--- src/rtl/div_share_ctrl.sv ---
// div_share_ctrl
//   Shares one external combinational divider between two requesters.
//   Grants are round-robin, taken only while idle. The operands are
//   held on div_a/div_b for SETTLE_CYCLES cycles. After that the
//   divider outputs are captured into the owning port's response
//   registers. A zero divisor is answered at once without using the
//   divider. disp_value keeps the last quotient that was not an error.
//
// Ports
//   clk, rst                       clock (rising edge), synchronous active-high reset
//   req0_valid/ready/a/b           port0 request handshake and operands
//   req1_valid/ready/a/b           port1 request handshake and operands
//   resp0_valid/ready/y/rem/err    port0 response, held until accepted
//   resp1_valid/ready/y/rem/err    port1 response, held until accepted
//   div_a, div_b                   registered operands to the divider
//   div_y, div_rem                 quotient / remainder from the divider
//   disp_value                     last non-error quotient (to led_encoder)
//   busy                           controller is not idle
module div_share_ctrl #(
  parameter int WIDTH         = 16,
  parameter int SETTLE_CYCLES = 2
) (
  input  logic             clk,
  input  logic             rst,
  input  logic             req0_valid,
  output logic             req0_ready,
  input  logic [WIDTH-1:0] req0_a,
  input  logic [WIDTH-1:0] req0_b,
  input  logic             req1_valid,
  output logic             req1_ready,
  input  logic [WIDTH-1:0] req1_a,
  input  logic [WIDTH-1:0] req1_b,
  output logic             resp0_valid,
  input  logic             resp0_ready,
  output logic [WIDTH-1:0] resp0_y,
  output logic [WIDTH-1:0] resp0_rem,
  output logic             resp0_err,
  output logic             resp1_valid,
  input  logic             resp1_ready,
  output logic [WIDTH-1:0] resp1_y,
  output logic [WIDTH-1:0] resp1_rem,
  output logic             resp1_err,
  output logic [WIDTH-1:0] div_a,
  output logic [WIDTH-1:0] div_b,
  input  logic [WIDTH-1:0] div_y,
  input  logic [WIDTH-1:0] div_rem,
  output logic [WIDTH-1:0] disp_value,
  output logic             busy
);

  localparam logic [1:0] ST_IDLE = 2'd0;
  localparam logic [1:0] ST_WAIT = 2'd1;
  localparam logic [1:0] ST_RESP = 2'd2;

  localparam int CW = (SETTLE_CYCLES < 2) ? 1 : $clog2(SETTLE_CYCLES + 1);
  localparam logic [CW-1:0]    CNT_ONE  = CW'(1'b1);
  localparam logic [CW-1:0]    CNT_LAST = CW'(SETTLE_CYCLES);
  localparam logic [WIDTH-1:0] ZERO     = {WIDTH{1'b0}};
  localparam logic [WIDTH-1:0] ONES     = {WIDTH{1'b1}};

  logic [1:0]       state_r;
  logic [CW-1:0]    cnt_r;
  logic             owner_r;        // port owning the current operation
  logic             last_r;         // port granted most recently
  logic             grant_valid_s;
  logic             grant_sel_s;    // 0 = port0, 1 = port1
  logic [WIDTH-1:0] sel_a_s;
  logic [WIDTH-1:0] sel_b_s;
  logic             div_zero_s;

  // Round-robin grant, evaluated only while idle
  always_comb begin
    grant_valid_s = 1'b0;
    grant_sel_s   = 1'b0;
    if (state_r == ST_IDLE) begin
      if (req0_valid && req1_valid) begin
        grant_valid_s = 1'b1;
        grant_sel_s   = ~last_r;
      end else if (req0_valid) begin
        grant_valid_s = 1'b1;
        grant_sel_s   = 1'b0;
      end else if (req1_valid) begin
        grant_valid_s = 1'b1;
        grant_sel_s   = 1'b1;
      end else begin
        grant_valid_s = 1'b0;
        grant_sel_s   = 1'b0;
      end
    end else begin
      grant_valid_s = 1'b0;
      grant_sel_s   = 1'b0;
    end
  end

  // Operand mux for the granted port
  always_comb begin
    sel_a_s = req0_a;
    sel_b_s = req0_b;
    if (grant_sel_s) begin
      sel_a_s = req1_a;
      sel_b_s = req1_b;
    end else begin
      sel_a_s = req0_a;
      sel_b_s = req0_b;
    end
  end

  assign div_zero_s = (sel_b_s == ZERO);
  assign req0_ready = grant_valid_s & ~grant_sel_s;
  assign req1_ready = grant_valid_s & grant_sel_s;
  assign busy       = (state_r != ST_IDLE);

  // Sequencing FSM, operand/response registers and display value
  always_ff @(posedge clk) begin
    if (rst) begin
      state_r     <= ST_IDLE;
      cnt_r       <= {CW{1'b0}};
      owner_r     <= 1'b0;
      last_r      <= 1'b1;          // port0 wins the first tie
      div_a       <= ZERO;
      div_b       <= ZERO;
      disp_value  <= ZERO;
      resp0_valid <= 1'b0;
      resp0_y     <= ZERO;
      resp0_rem   <= ZERO;
      resp0_err   <= 1'b0;
      resp1_valid <= 1'b0;
      resp1_y     <= ZERO;
      resp1_rem   <= ZERO;
      resp1_err   <= 1'b0;
    end else begin
      case (state_r)
        ST_IDLE: begin
          if (grant_valid_s) begin
            owner_r <= grant_sel_s;
            last_r  <= grant_sel_s;
            if (div_zero_s) begin
              // Answer immediately; divider operands stay as they were
              if (grant_sel_s) begin
                resp1_valid <= 1'b1;
                resp1_y     <= ONES;
                resp1_rem   <= sel_a_s;
                resp1_err   <= 1'b1;
              end else begin
                resp0_valid <= 1'b1;
                resp0_y     <= ONES;
                resp0_rem   <= sel_a_s;
                resp0_err   <= 1'b1;
              end
              state_r <= ST_RESP;
            end else begin
              div_a   <= sel_a_s;
              div_b   <= sel_b_s;
              cnt_r   <= CNT_ONE;   // first settle cycle is the next one
              state_r <= ST_WAIT;
            end
          end
        end
        ST_WAIT: begin
          if (cnt_r == CNT_LAST) begin
            if (owner_r) begin
              resp1_valid <= 1'b1;
              resp1_y     <= div_y;
              resp1_rem   <= div_rem;
              resp1_err   <= 1'b0;
            end else begin
              resp0_valid <= 1'b1;
              resp0_y     <= div_y;
              resp0_rem   <= div_rem;
              resp0_err   <= 1'b0;
            end
            disp_value <= div_y;
            state_r    <= ST_RESP;
          end else begin
            cnt_r <= cnt_r + CNT_ONE;
          end
        end
        ST_RESP: begin
          if (owner_r) begin
            if (resp1_valid && resp1_ready) begin
              resp1_valid <= 1'b0;
              resp1_y     <= ZERO;
              resp1_rem   <= ZERO;
              resp1_err   <= 1'b0;
              state_r     <= ST_IDLE;
            end
          end else begin
            if (resp0_valid && resp0_ready) begin
              resp0_valid <= 1'b0;
              resp0_y     <= ZERO;
              resp0_rem   <= ZERO;
              resp0_err   <= 1'b0;
              state_r     <= ST_IDLE;
            end
          end
        end
        default: begin
          state_r <= ST_IDLE;
        end
      endcase
    end
  end

endmodule

--- config.mk ---
export PLATFORM = sky130hd
export DESIGN_NAME = div_share_ctrl
export DESIGN_NICKNAME = d
export VERILOG_FILES = /design/src/rtl/div_share_ctrl.sv
export SDC_FILE = /design/constraint.sdc
export NUM_CORES = 1
export LEC_CHECK = 0
export CAP_MARGIN = 10
export CELL_PAD_IN_SITES_DETAIL_PLACEMENT = 1
export CELL_PAD_IN_SITES_GLOBAL_PLACEMENT = 1
export CORE_AREA = 2 2 143 145
export CTS_CLUSTER_DIAMETER = 200
export DETAILED_ROUTE_END_ITERATION = 8
export DIE_AREA = 0 0 145 147
export PLACE_DENSITY_LB_ADDON = 0.1
export SYNTH_ARGS = -nofsm -noshare
export SYNTH_HDL_FRONTEND = slang
export SYNTH_SLANG_ARGS = --single-unit
--- constraint.sdc ---
create_clock -name clk -period 2.2 [get_ports clk]
set_clock_uncertainty 0.2 [all_clocks]
set_input_delay 0.44 -clock clk [delete_from_list [all_inputs] [get_ports clk]]
set_output_delay 0.44 -clock clk [all_outputs]
set_load 0.02 [all_outputs]
# Word-level counts from Yosys, hierarchy flattened
# Cells that the tools add are included.
word_totals:
  regBits: 122
  input_bits: 102
  elab_cells: 124
op_classes:
  n_addsub: 1
  n_eq_ne: 18
  mux: 70
  bitwise: 5
  reduce_logical: 15
ops:
  columns: ["operator", "count"]
  rows:
  - ["$mux 16", 26]
  - ["$pmux 16 s3", 4]
  - ["$ne 2x2->1 const B", 13]
  - ["$mux 1", 25]
  - ["$mux 2", 9]
  - ["$logic_not 16->1", 1]
  - ["$reduce_and 8->1", 2]
  - ["$pmux 1 s3", 4]
  - ["$reduce_and 4->1", 2]
  - ["$ne 3x3->1 const B", 2]
  - ["$pmux 2 s3", 1]
  - ["$eq 2x2->1 const B", 2]
  - ["$pmux 2 s2", 1]
  - ["$reduce_and 2->1", 2]
  - ["$reduce_bool 2->1", 2]
  - ["$logic_and 1x1->1", 3]
  - ["$not 1->1", 3]
  - ["$reduce_and 3->1", 1]
  - ["$reduce_bool 3->1", 1]
  - ["$add 2x1->2 const B", 1]
  - ["$and 1x1->1", 2]
  - ["$eq 2x1->1 const B", 1]
  - ["$logic_not 2->1", 1]

# Longest topological paths before layout
depth:
  ltp_word: 9
  depth_mapped: 9
  mapped_depth_nobuf: 7

# Worst setup path before layout
# Ideal clock, no wire load.
synth_timing:
  path_kind: "register -> register"
  startpoint: "reg state_r[0]"
  endpoint: "reg div_b[10]"
  setup_time_ns: 0.136
  arrival_ns: 1.835
  required_time_ns: 1.864
  setup_slack_ns: 0.028
  path_stages_with_launch: 9
  period_less_slack_ns: 2.172
  cell_sequence: "dfxtp_1 inv_1 ha_1 nand2_1 a21oi_1 a22o_1 buf_2 buf_2 a311oi_1"
synth_via:
  elab_chain_len: 6
  word_cells_on_any_way: 7
  cone_classes: "mux (3); bitwise (1); reduce/logical (3)"
synth_lines:
  columns: ["element", "line", "rtl"]
  rows:
  - ["from (decl)", "61", "logic [1:0] state_r;"]
  - ["from (signal assigned)", "116", "state_r <= ST_IDLE;"]
  - ["from (signal assigned)", "150", "state_r <= ST_RESP;"]
  - ["from (signal assigned)", "155", "state_r <= ST_WAIT;"]
  - ["$logic_not 2->1 *", "75, 132", null]
  - ["$mux 1", "75", "if (state_r == ST_IDLE) begin"]
  - ["$mux 16", "99", "if (grant_sel_s) begin"]
  - ["$logic_not 16->1", "108", "assign div_zero_s = (sel_b_s == ZERO);"]
  - ["$not 1->1 (no line)", null, null]
  - ["$reduce_and 3->1 (no line)", null, null]
  - ["to (signal assigned)", "153", "div_b <= sel_b_s;"]
  - ["to (decl)", "44", "output logic [WIDTH-1:0] div_b,"]
# Mark *: on every way between the ends. The rest lies on a longest branch, timed or not.
# A chain may end at the register's enable or synchronous reset.

# Final worst setup path
layout_timing:
  startpoint: "in req1_b[12]"
  endpoint: "reg cnt_r[1]"
layout_via:
  elab_chain_len: 4
layout_lines:
  columns: ["element", "line", "rtl"]
  rows:
  - ["from (decl)", "32", "input logic [WIDTH-1:0] req1_b,"]
  - ["$mux 16", "99", null]
  - ["$logic_not 16->1", "108", null]
  - ["$ne 2x2->1 (no line)", null, null]
  - ["$reduce_and 4->1 (no line)", null, null]
  - ["to (signal assigned)", "117", "cnt_r <= {CW{1'b0}};"]
  - ["to (signal assigned)", "175", "cnt_r <= cnt_r + CNT_ONE;"]
  - ["to (decl)", "62", "logic [CW-1:0] cnt_r;"]
# Every way passes these cells.

==> load_flow_metrics.sql <==
INSERT INTO impl_metrics (metric_group, metric, value, unit) VALUES
('clock_tree', 'tritoncts', 'built', ''),
('layout', 'finish.utilization', '0.482', ''),
('logic_synthesis', 'synthArstFlopShare', '0', ''),
('sta', 'timing.final.hold_violations', '0', ''),
('logic_synthesis', 'synth_top_cell_area_share', '0.430', ''),
('route', 'drc_errors', '0', ''),
('route', 'route.detailed.wl_per_inst', '18.4', 'um'),
('sta', 'min_period', '2.16', 'ns'),
('layout', 'fin_area', '9570', 'sq um'),
('min_path', 'launch_instance_of_the_worst_min_delay_path', 'req0_b[14]', ''),
('logic_synthesis', 'synthesis.area_per_instance', '8.72', 'sq um'),
('route', 'avgViaCountPerCell', '4.84', ''),
('route', 'antenna_violating_nets_left', '0', ''),
('global_route', 'wire_length_of_the_first_global_routing_pass', '34600', 'um'),
('worst_setup_path', 'setup.worst_path.start_class', 'input pin', ''),
('layout', 'seqCellArea', '2440', 'sq um'),
('floorplanning', 'rows', '52', ''),
('clock_tree', 'cts_sinks', '122', ''),
('global_route', 'antenna_found_initial', '0', ''),
('worst_setup_path', 'cp.required', '2.28', 'ns'),
('sta', 'clock.fmax', '463', 'MHz'),
('route', 'dr.max_layer_used', 'met4', ''),
('place', 'numPlacedInstances', '1165', ''),
('layout', 'finish.net_count', '1035', ''),
('worst_setup_path', 'arrival', '2.24', 'ns'),
('layout', 'fillerInstances', '2258', ''),
('place', 'place_congestion', '0.799', ''),
('place', 'placement_stage_worst_setup_slack', '-0.626', 'ns'),
('layout', 'multi_input_area', '3040', 'sq um'),
('logic_synthesis', 'synth_nets', '758', ''),
('worst_setup_path', 'setup.worst_path.start', 'req1_b[12]', ''),
('sta', 'worst_slew_margin_rel', '0.728', ''),
('sta', 'setup_viol_count_final', '0', ''),
('min_path', 'hp-class', 'input pin to flop', ''),
('route', 'wl_met3', '1170', 'um'),
('logic_synthesis', 'synth_sequential_area_ratio', '0.430', ''),
('layout', 'layout_cells_sized_above_1', '0.167', ''),
('place', 'numPortBuffers', '220', ''),
('floorplanning', 'die_width', '145', 'um'),
('floorplanning', 'die_height', '147', 'um'),
('clock_tree', 'clock_tree.root_cell', 'clkbuf_16', ''),
('global_route', 'first_global_vias', '6333', ''),
('global_route', 'grt_start_max_net_pins', '49', ''),
('clock_tree', 'clock_insertion_delay_at_the_later_pin_of_the_skew_report', '0.40', 'ns'),
('worst_setup_path', 'critical_register_to_register_path_startpoint', 'state_r[0]$_SDFFE_PP0P_', ''),
('logic_synthesis', 'synth-edff-count', '0', ''),
('sta', 'slew_at_the_pin_closest_to_its_max_slew_limit', '0.408', 'ns'),
('floorplanning', 'design.core.area', '19800', 'sq um'),
('place', 'placement.cell_area', '8610', 'sq um'),
('sta', 'maxSlewViolCount', '0', ''),
('clock_tree', 'ctsLongestPathBuffers', '2', ''),
('worst_setup_path', 'critical_path.endpoint_type', 'flop', ''),
('power_and_ir_drop', 'total_power', '0.0133', 'W'),
('clock_tree', 'cts-buffers-inserted', '17', ''),
('sta', 'final_min_period_over_clock_period', '0.981', ''),
('logic_synthesis', 'synthFlopType', 'dfxtp_1', ''),
('route', 'via_count', '5855', ''),
('power_and_ir_drop', 'total_leakage_power', '3.98', 'nW'),
('global_route', 'groute.usage.overall', '0.204', ''),
('logic_synthesis', 'ys_types', '44', ''),
('run', 'maxCapViolations', '0', ''),
('power_and_ir_drop', 'worst_ir_drop_vdd', '0.000755', 'V'),
('route', 'totalWireLength', '22300', 'um'),
('power_and_ir_drop', 'pwr_density_cell', '1390', 'nW/um^2'),
('layout', 'insertedDiodeCount', '0', ''),
('layout', 'finalNonFillerCells', '1209', ''),
('worst_setup_path', 'worstPathMaxFanout', '4', ''),
('logic_synthesis', 'synthesis.area', '5680', 'sq um'),
('logic_synthesis', 'yosys_warnings', '0', ''),
('global_route', 'grt_remaining_overflow', '0', ''),
('status', 'status', 'finished clean', '');
flip-flops by register name (all words and copies together) (netlist names):
register	count
resp0_rem	16
div_a	16
resp1_valid	1
disp_value	16
resp1_rem	16
resp0_err	1
resp1_err	1
state_r	2
resp0_y	16
div_b	16
owner_r	1
resp0_valid	1
cnt_r	2
last_r	1
resp1_y	16
final timing paths:
kind | depth (start not counted) | to | slack (ns)
worst min register to register | 2 | disp_value[7]$_SDFFE_PP0P_ | 0.26
worst max register to register | 8 | resp0_y[11]$_SDFFE_PP0P_ | 0.09
worst max-delay path | 9 | cnt_r[1]$_SDFFE_PP0P_ | 0.04
worst min-delay path | 3 | div_b[14]$_SDFFE_PP0P_ | 0.13
power by group:
group          leakage (nW)  internal [W]  switching, W
clock network         0.267       0.00172       0.00106
registers              1.00       0.00290      0.000410
logic                  2.71       0.00344       0.00375
through the flow:
stage | hold slack [ns] | TNS [ns]
2_1_floorplan | 0.240 | 0
3_3_place_gp | 0.245 | -53.46
3_5_place_dp | 0.254 | -55.29
4_1_cts | 0.141 | 0
5_1_grt | 0.156 | -0.00247
6_report | 0.127 | 0
cells in the final DEF (no fill, tap or decap), drive strengths merged, types with 16 or more instances in the layout:
cell           netlist  routed
clkdlybuf4s50        0     183
dfxtp              122     122
buf                 17      90
nand2               72      72
mux2i               65      65
nand2b              64      64
nor2                56      56
a21oi               52      52
a311oi              33      33
inv                 22      23
clkbuf              34      23
o21ai               19      19
nand3               17      17
and3                17      17
o21bai              16      16
timing repair:
action,in CTS,in global routing
setup endpoints to repair,105,95
pin swaps,12,18
resized for setup,60,39
gates cloned,3,2
hold buffers,0,0
buffers inserted,5,6
final cells by class:
type | count | area share
sequential | 122 | 0.256
timing repair buffer | 309 | 0.322
clock inverter | 10 | 0.0126
clock buffer | 20 | 0.0477
tap | 270 | 0.0353
inverter | 23 | 0.00981
multi-input combinational | 455 | 0.317
routing by layer:
layer  vias up  global-route usage
li1       2814                   -
met1      2876               0.241
met2       146               0.365
met3        19              0.0509
met4         0              0.0604
met5         -                   0
logic make-up (layout without fill, tap and decap cells):
kind of cell    Yosys count  after routing  share of synthesized area
compound gates          135            135                      0.160
simple gates            248            248                      0.216
buf+inv                  74            362                     0.0639
flops                   122            122                      0.430
fa+ha+maj                 5              5                     0.0110
mux                      67             67                      0.119
worst max-delay path: stages:
cell and delay, ns:
dlygate4sd2_1 0.26, nor4_2 0.28, buf_4 0.16, nand4_1 0.16, buf_4 0.19, a22o_4 0.30, buf_4 0.16, o2111ai_1 0.18
o21ai_1 0.10
No activity file was read; power rests on OpenSTA's default activity.
